===== src/rtl/layer_serializer_pkg.sv =====
// Shared constants and types for the layer-to-layer vector serializer.
// Optional drop counter is enabled with SER_DROP_CNT_EN.
package layer_serializer_pkg;

    localparam int SER_DROP_CNT_W = 16;

    // Beat-index width; never narrower than one bit so NN=1 still has a port.
    function automatic int SER_IDX_W(input int nn);
        return (nn > 1) ? $clog2(nn) : 1;
    endfunction

    typedef enum logic {
        S_IDLE,
        S_SEND
    } ser_state_e;

endpackage


===== src/rtl/layer_serializer_if.sv =====
// Vector-in / beat-out ready-valid bundle of the layer serializer.
interface layer_serializer_if #(
    parameter int NN     = 30,
    parameter int DATA_W = 16,
    parameter int IDX_W  = 5
);
    logic                 in_valid;
    logic [NN*DATA_W-1:0] in_data;
    logic                 in_ready;
    logic [DATA_W-1:0]    out_data;
    logic                 out_valid;
    logic                 out_ready;
    logic                 out_last;
    logic [IDX_W-1:0]     out_idx;

    modport slave (
        input  in_valid, in_data, out_ready,
        output in_ready, out_data, out_valid, out_last, out_idx
    );

    modport master (
        output in_valid, in_data, out_ready,
        input  in_ready, out_data, out_valid, out_last, out_idx
    );
endinterface


===== src/rtl/ser_vec_buf.sv =====
// NN*DATA_W vector register with load, right shift by one neuron and a valid flag.
// OUT_W selects how many low bits are exposed (head only, or the whole vector).
module ser_vec_buf #(
    parameter int NN     = 30,
    parameter int DATA_W = 16,
    parameter int OUT_W  = NN*DATA_W
) (
    input  logic                 clk,
    input  logic                 rst,
    input  logic                 load,
    input  logic                 shift,
    input  logic                 clr,
    input  logic [NN*DATA_W-1:0] load_data,
    output logic [OUT_W-1:0]     data,
    output logic                 vld
);
    logic [NN*DATA_W-1:0] vec;

    always_ff @(posedge clk) begin
        if (rst) begin
            vec <= '0;
            vld <= 1'b0;
        end else begin
            if (load)
                vec <= load_data;
            else if (shift)
                vec <= vec >> DATA_W;
            if (load)
                vld <= 1'b1;
            else if (clr)
                vld <= 1'b0;
        end
    end

    assign data = vec[OUT_W-1:0];
endmodule


===== src/rtl/layer_serializer.sv =====
// Parallel-to-serial stage between NN layers: active + one-deep pending vector,
// ready/valid beat output, overflow pulse. SER_DROP_CNT_EN adds drop_cnt.
module layer_serializer
    import layer_serializer_pkg::*;
#(
    parameter int NN     = 30,
    parameter int DATA_W = 16,
    parameter int IDX_W  = SER_IDX_W(NN)
) (
    input  logic                      clk,
    input  logic                      rst,
    layer_serializer_if.slave         strm,
    output logic                      busy,
`ifdef SER_DROP_CNT_EN
    output logic                      overflow,
    output logic [SER_DROP_CNT_W-1:0] drop_cnt
`else
    output logic                      overflow
`endif
);
    localparam logic [IDX_W-1:0] LAST_IDX = IDX_W'(NN - 1);

    ser_state_e           state, state_nxt;
    logic [IDX_W-1:0]     cnt, cnt_nxt;
    logic                 act_load, act_shift, act_clr, pend_load, pend_clr;
    logic [NN*DATA_W-1:0] act_src, pend_data;
    logic [DATA_W-1:0]    act_head;
    logic                 act_vld, pend_vld;
    logic                 sending, last_beat, accept, capture;

    ser_vec_buf #(.NN(NN), .DATA_W(DATA_W), .OUT_W(DATA_W)) u_active (
        .clk(clk), .rst(rst), .load(act_load), .shift(act_shift), .clr(act_clr),
        .load_data(act_src), .data(act_head), .vld(act_vld)
    );

    ser_vec_buf #(.NN(NN), .DATA_W(DATA_W), .OUT_W(NN*DATA_W)) u_pending (
        .clk(clk), .rst(rst), .load(pend_load), .shift(1'b0), .clr(pend_clr),
        .load_data(strm.in_data), .data(pend_data), .vld(pend_vld)
    );

    assign sending   = (state == S_SEND) && act_vld;
    assign last_beat = (cnt == LAST_IDX);
    assign accept    = sending && strm.out_ready;
    // in_ready depends only on registered state; a vector arriving on the
    // final beat while pending is full is dropped rather than chained.
    assign strm.in_ready = ~pend_vld;
    assign capture       = strm.in_valid && !pend_vld;
    assign overflow      = strm.in_valid && pend_vld && !rst;
    assign busy          = sending || pend_vld;

    assign strm.out_valid = sending;
    assign strm.out_data  = sending ? act_head : '0;
    assign strm.out_idx   = sending ? cnt : '0;
    assign strm.out_last  = sending && last_beat;

    always_comb begin
        state_nxt = state;
        cnt_nxt   = cnt;
        act_load  = 1'b0;
        act_shift = 1'b0;
        act_clr   = 1'b0;
        act_src   = strm.in_data;
        pend_load = 1'b0;
        pend_clr  = 1'b0;
        case (state)
            S_IDLE: begin
                if (capture) begin
                    act_load  = 1'b1;
                    cnt_nxt   = '0;
                    state_nxt = S_SEND;
                end
            end
            S_SEND: begin
                if (accept && last_beat) begin
                    cnt_nxt = '0;
                    if (pend_vld) begin
                        act_load = 1'b1;
                        act_src  = pend_data;
                        pend_clr = 1'b1;
                    end else if (capture) begin
                        act_load = 1'b1;
                    end else begin
                        act_clr   = 1'b1;
                        state_nxt = S_IDLE;
                    end
                end else begin
                    if (accept) begin
                        act_shift = 1'b1;
                        cnt_nxt   = cnt + 1'b1;
                    end
                    if (capture)
                        pend_load = 1'b1;
                end
            end
            default: state_nxt = S_IDLE;
        endcase
    end

    always_ff @(posedge clk) begin
        if (rst) begin
            state <= S_IDLE;
            cnt   <= '0;
        end else begin
            state <= state_nxt;
            cnt   <= cnt_nxt;
        end
    end

`ifdef SER_DROP_CNT_EN
    always_ff @(posedge clk) begin
        if (rst)
            drop_cnt <= '0;
        else if (overflow && (drop_cnt != '1))
            drop_cnt <= drop_cnt + 1'b1;
    end
`endif
endmodule


===== src/flat_wrapper.sv =====
// flat-port wrapper written by rule: the top's interface ports become plain ports
module layer_serializer_flat import layer_serializer_pkg::*;
#(
    parameter int NN     = 30,
    parameter int DATA_W = 16,
    parameter int IDX_W  = SER_IDX_W(NN)
)
  (clk, rst, busy, overflow, strm_in_valid, strm_in_data, strm_out_ready, strm_in_ready, strm_out_data, strm_out_valid, strm_out_last, strm_out_idx);
  layer_serializer_if #(.NN(NN), .DATA_W(DATA_W), .IDX_W(IDX_W)) strm_i ();
  input  logic clk;
  input  logic rst;
  output logic busy;
  output logic overflow;
  input wire logic [$bits(strm_i.in_valid)-1:0] strm_in_valid;
  input wire logic [$bits(strm_i.in_data)-1:0] strm_in_data;
  input wire logic [$bits(strm_i.out_ready)-1:0] strm_out_ready;
  output wire logic [$bits(strm_i.in_ready)-1:0] strm_in_ready;
  output wire logic [$bits(strm_i.out_data)-1:0] strm_out_data;
  output wire logic [$bits(strm_i.out_valid)-1:0] strm_out_valid;
  output wire logic [$bits(strm_i.out_last)-1:0] strm_out_last;
  output wire logic [$bits(strm_i.out_idx)-1:0] strm_out_idx;
  assign strm_i.in_valid = strm_in_valid;
  assign strm_i.in_data = strm_in_data;
  assign strm_i.out_ready = strm_out_ready;
  assign strm_in_ready = strm_i.in_ready;
  assign strm_out_data = strm_i.out_data;
  assign strm_out_valid = strm_i.out_valid;
  assign strm_out_last = strm_i.out_last;
  assign strm_out_idx = strm_i.out_idx;
  layer_serializer #(.NN(NN), .DATA_W(DATA_W), .IDX_W(IDX_W)) u_core (.clk(clk), .rst(rst), .strm(strm_i), .busy(busy), .overflow(overflow));
endmodule

===== config.mk =====
export PLATFORM = sky130hd
export DESIGN_NAME = layer_serializer_flat
export DESIGN_NICKNAME = d
export VERILOG_FILES = /design/src/rtl/layer_serializer_pkg.sv /design/src/rtl/layer_serializer_if.sv /design/src/rtl/ser_vec_buf.sv /design/src/rtl/layer_serializer.sv /design/src/flat_wrapper.sv
export SDC_FILE = /design/constraint.sdc
export NUM_CORES = 2
export LEC_CHECK = 0
export ABC_AREA = 1
export CAP_MARGIN = 20
export CORE_MARGIN = 1.5
export CORE_UTILIZATION = 40
export DETAILED_ROUTE_END_ITERATION = 7
export GPL_ROUTABILITY_DRIVEN = 0
export SYNTH_ARGS = -nofsm -noshare
export SYNTH_HDL_FRONTEND = slang
export SYNTH_HIERARCHICAL = 1
export SYNTH_SLANG_ARGS = --single-unit

===== constraint.sdc =====
create_clock -name clk -period 2 [get_ports clk]
set_input_delay 0.2 -clock clk [delete_from_list [all_inputs] [get_ports clk]]
set_output_delay 0.2 -clock clk [all_outputs]
set_load 0.02 [all_outputs]

==> impl_metrics.yaml <==
global_route:
  grt_overflow: 0
  grt_max_degree: 466
  grt_pass1_vias: 56700
  grt_pass1_wl_um: 338000
  antenna_found_initial: 37
  grt_use_total: 0.305
yosys:
  netlist_top_cells_area: "nand2_1, dfxtp_1, a21oi_1"
  ys_seq_area_frac: 0.351
  avgSynthCellArea_um2: 5.64
  synth_edf_count: 0
  synth_top_area_cell: "nand2_1"
  netlist-cell-type-count: 19
  syn_nets: 10300
  async_flop_share: 0
  synth_top_area_share: 0.383
  ys_warn_count: 6
  synth_cells: 9788
  synthFlopType: "dfxtp_1"
  syn_area_mm2: 0.0552
  synth-seq-cells: 968
worst_setup_path:
  rr_worst_depth: 16
  crit_path_end_kind: "flip-flop"
  r2r-start: "u_core/cnt[1]"
  cp_cell_sequence: "inv_2 > ha_4 > nand2_4 > nor2_4 > nand2_8 > nor2_4 > buf_12 > buf_12 > clkbuf_16 > buf_16 > nand2_2 > nand2_1 > inv_1 > nand2_1 > nand2_1 > a21oi_1"
  path_class: "flip-flop to flip-flop"
  crit_family: "buffers and inverters"
  cp.arrival_ns: 2.89
  rr_endpoint: "u_core/u_active/vec[331]"
  cpPeakStageDelay_ns: 0.32
  start_kind: "flip-flop"
  path_buf_inv: 6
  cpMostUsedCell: "nand2_1"
  cp.required_ns: 2.67
  crit_fanout: 8
  r2r_setup_slack_ns: -0.22
  slowest_stage: "dfxtp_2"
timing:
  finalSetupViolCount: 977
  period_share: 1.11
  finClkSkew_ns: 0.0199
  rsz0062_at_grt: "yes"
  hold_viol_final: 0
  slew_violations: 0
  fin_ws_ns: -0.215
  worst_pin_slew_ns: 0.788
  clock.fmax_mhz: 451
  min_period_ns: 2.22
  fin_setup_tns_ns: -98.82
  relSlewSlack: 0.474
worst_hold_path:
  hp-start: "strm_in_data[469]"
  min_path_type: "primary input to flip-flop"
  hold-path-cell-count: 3
  min_to: "u_core/u_pending/data[469]"
die:
  start_util: 0.402
  die_w_um: 374
  ios: 510
  dieArea_mm2: 0.140
  std_cell_rows: 136
  core_mm2: 0.137
  die_h_um: 374
routing:
  dr.first_iter.drc_count: 7393
  num_vias: 63600
  drc_errors: 0
  drt_wl_total_um: 238000
  ant_nets: 0
  avgRoutedWirePerCell_um: 19.6
  first_pass_iters: 8
  vias_per_cell: 5.23
clock_network:
  cts.sinks: 968
  cts_tree: "yes"
  numCtsBuffers: 114
  root_buffer: "clkbuf_16"
  max-clock-path-buffers: 3
  clk_latency_ns: 0.75
  h-tree-depth: 3
  clk_pin_slew_ns: 0.06
run:
  cap_violations: 0
place:
  dpl.cell_count: 11700
  port_buffers: 509
  hpwlAfterDp_um: 140000
  place_ws_ns: -0.565
  placed_cell_area_mm2: 0.0635
cells_and_area:
  utilization: 0.544
  design_area_mm2: 0.0746
  fill_cells: 13700
  syn_to_final_growth_pct: 35.2
  multi_input_area_mm2: 0.0305
  fin_nets: 10700
  layout.cells.non_filler: 12200
  seq_area_mm2: 0.0194
  drive_gt1_frac: 0.116
status:
  status: "finished with violations"
  violations: "negative setup slack"
pwr:
  p_leak_nw: 36.3
  cellPowerDensity_mw_per_mm2: 747
  vdd.ir_drop.worst_uv: 774
## sequential cells by signal, summed over array words and instances, names as in the netlist
register               cells
u_core/u_active/vec      480
u_core/u_active/vld        1
u_core/cnt                 5
u_core/u_pending/data    480
u_core/state               1
u_core/u_pending/vld       1
## per-layer routing
| metal | wire (µm) | up-vias | GRT usage |
|---|---|---|---|
| li1 | - | 30500 | - |
| met1 | 101000 | 29400 | 0.425 |
| met2 | 105000 | 3168 | 0.471 |
| met3 | 21800 | 499 | 0.0444 |
| met4 | 9660 | 16 | 0.122 |
| met5 | 92 | - | 0 |
## cell type report
cell class,instances,share of cell area
antenna,18,0.000604
inverter,965,0.0494
tap,1794,0.0301
sequential,968,0.260
timing repair inverter,3,0.000772
multi-input combinational,7152,0.409
clock buffer,158,0.0434
timing repair buffer,1052,0.198
clock inverter,48,0.00839
## kinds of logic after synthesis
logic type,Yosys count,synth area share
flops,968,0.351
fa+ha+maj,2,0.000454
other cells,1,0.0000680
compound gates,1415,0.128
simple gates,5734,0.392
buf+inv,1668,0.127
## worst max-delay path by stage
stage | startpoint | slack, ns | end | depth (start not counted)
after floorplan | u_core/cnt[0] | -0.05 | u_core/u_active/vec[120] | 12
after global placement | strm_out_ready | -0.56 | u_core/u_pending/data[1] | 14
after detailed placement | strm_out_ready | -0.56 | u_core/u_pending/data[81] | 12
after CTS | u_core/cnt[1] | -0.22 | strm_out_last | 5
after global routing | u_core/cnt[1] | -0.32 | u_core/u_active/vec[231] | 16
final | u_core/cnt[1] | -0.22 | u_core/u_active/vec[331] | 16
## cells in the mapped netlist (3+ instances only)
| cell | count |
|---|---|
| nand2_1 | 5623 |
| dfxtp_1 | 968 |
| inv_1 | 962 |
| a21oi_1 | 933 |
| o21ai_0 | 482 |
| clkbuf_1 | 309 |
| buf_2 | 300 |
| nand3_1 | 69 |
| buf_4 | 50 |
| nor2_1 | 33 |
| buf_6 | 27 |
| buf_1 | 17 |
| inv_2 | 3 |
| nand4_1 | 3 |
| nor2_4 | 3 |
## stage by stage
| stage | power [mW] | hold slack, ns |
|---|---|---|
| 2_1_floorplan | 27.6 | 0.269 |
| 3_3_place_gp | 31.4 | 0.449 |
| 3_5_place_dp | 31.5 | 0.452 |
| 4_1_cts | 54.5 | 0.00667 |
| 5_1_grt | 57.7 | 0.0598 |
| 6_report | 55.7 | 0.0625 |
## worst register-to-register path, delay by kind of cell, from the launching register on
| family | cells | cell delay, ns |
|---|---|---|
| AO/OA/AOI/OAI | 1 | 0.14 |
| adder cells (fa/ha/maj) | 1 | 0.14 |
| buffers and inverters | 6 | 0.81 |
| flip-flops | 1 | 0.32 |
| AND/OR/NAND/NOR | 8 | 0.74 |
## placed cells by master (no fill, tap or decap), types with 3 or more instances in the layout
cell | Yosys | routed
inv_1 | 962 | 931
nand4_1 | 3 | 3
nand3_1 | 69 | 59
buf_16 | 0 | 92
nor2_1 | 33 | 14
dfxtp_2 | 0 | 4
nor2_4 | 3 | 23
diode_2 | 0 | 18
clkinv_2 | 0 | 21
inv_2 | 3 | 31
nand2_1 | 5623 | 5380
clkinvlp_4 | 0 | 7
buf_8 | 0 | 27
o21ai_1 | 0 | 21
nand2_2 | 2 | 158
dlygate4sd3_1 | 0 | 5
clkbuf_16 | 0 | 174
clkinv_16 | 0 | 4
a21oi_2 | 0 | 132
bufbuf_16 | 0 | 9
nand3_2 | 0 | 10
buf_6 | 27 | 34
a21oi_1 | 933 | 801
clkdlybuf4s50_1 | 0 | 482
dfxtp_1 | 968 | 963
bufinv_16 | 0 | 11
buf_12 | 0 | 177
clkbuf_1 | 309 | 22
nand2_4 | 0 | 86
o21ai_0 | 482 | 458
buf_4 | 50 | 159
clkbuf_8 | 0 | 22
## report_power, final
part,switching (mW),internal (mW)
clock,9.23,12.7
sequential,1.14,20.9
combinational,6.78,4.95
total,17.1,38.5
## timing repair
item | CTS | global route
setup buffers | 71 | 33
resized for setup | 249 | 580
hold buffers | 5 | 0
setup endpoints to repair | 987 | 984
endpoints found under the hold margin | 36 | 0
gates cloned | 61 | 68
pin swaps | 49 | 159
No activity file was read; power rests on OpenSTA's default activity.
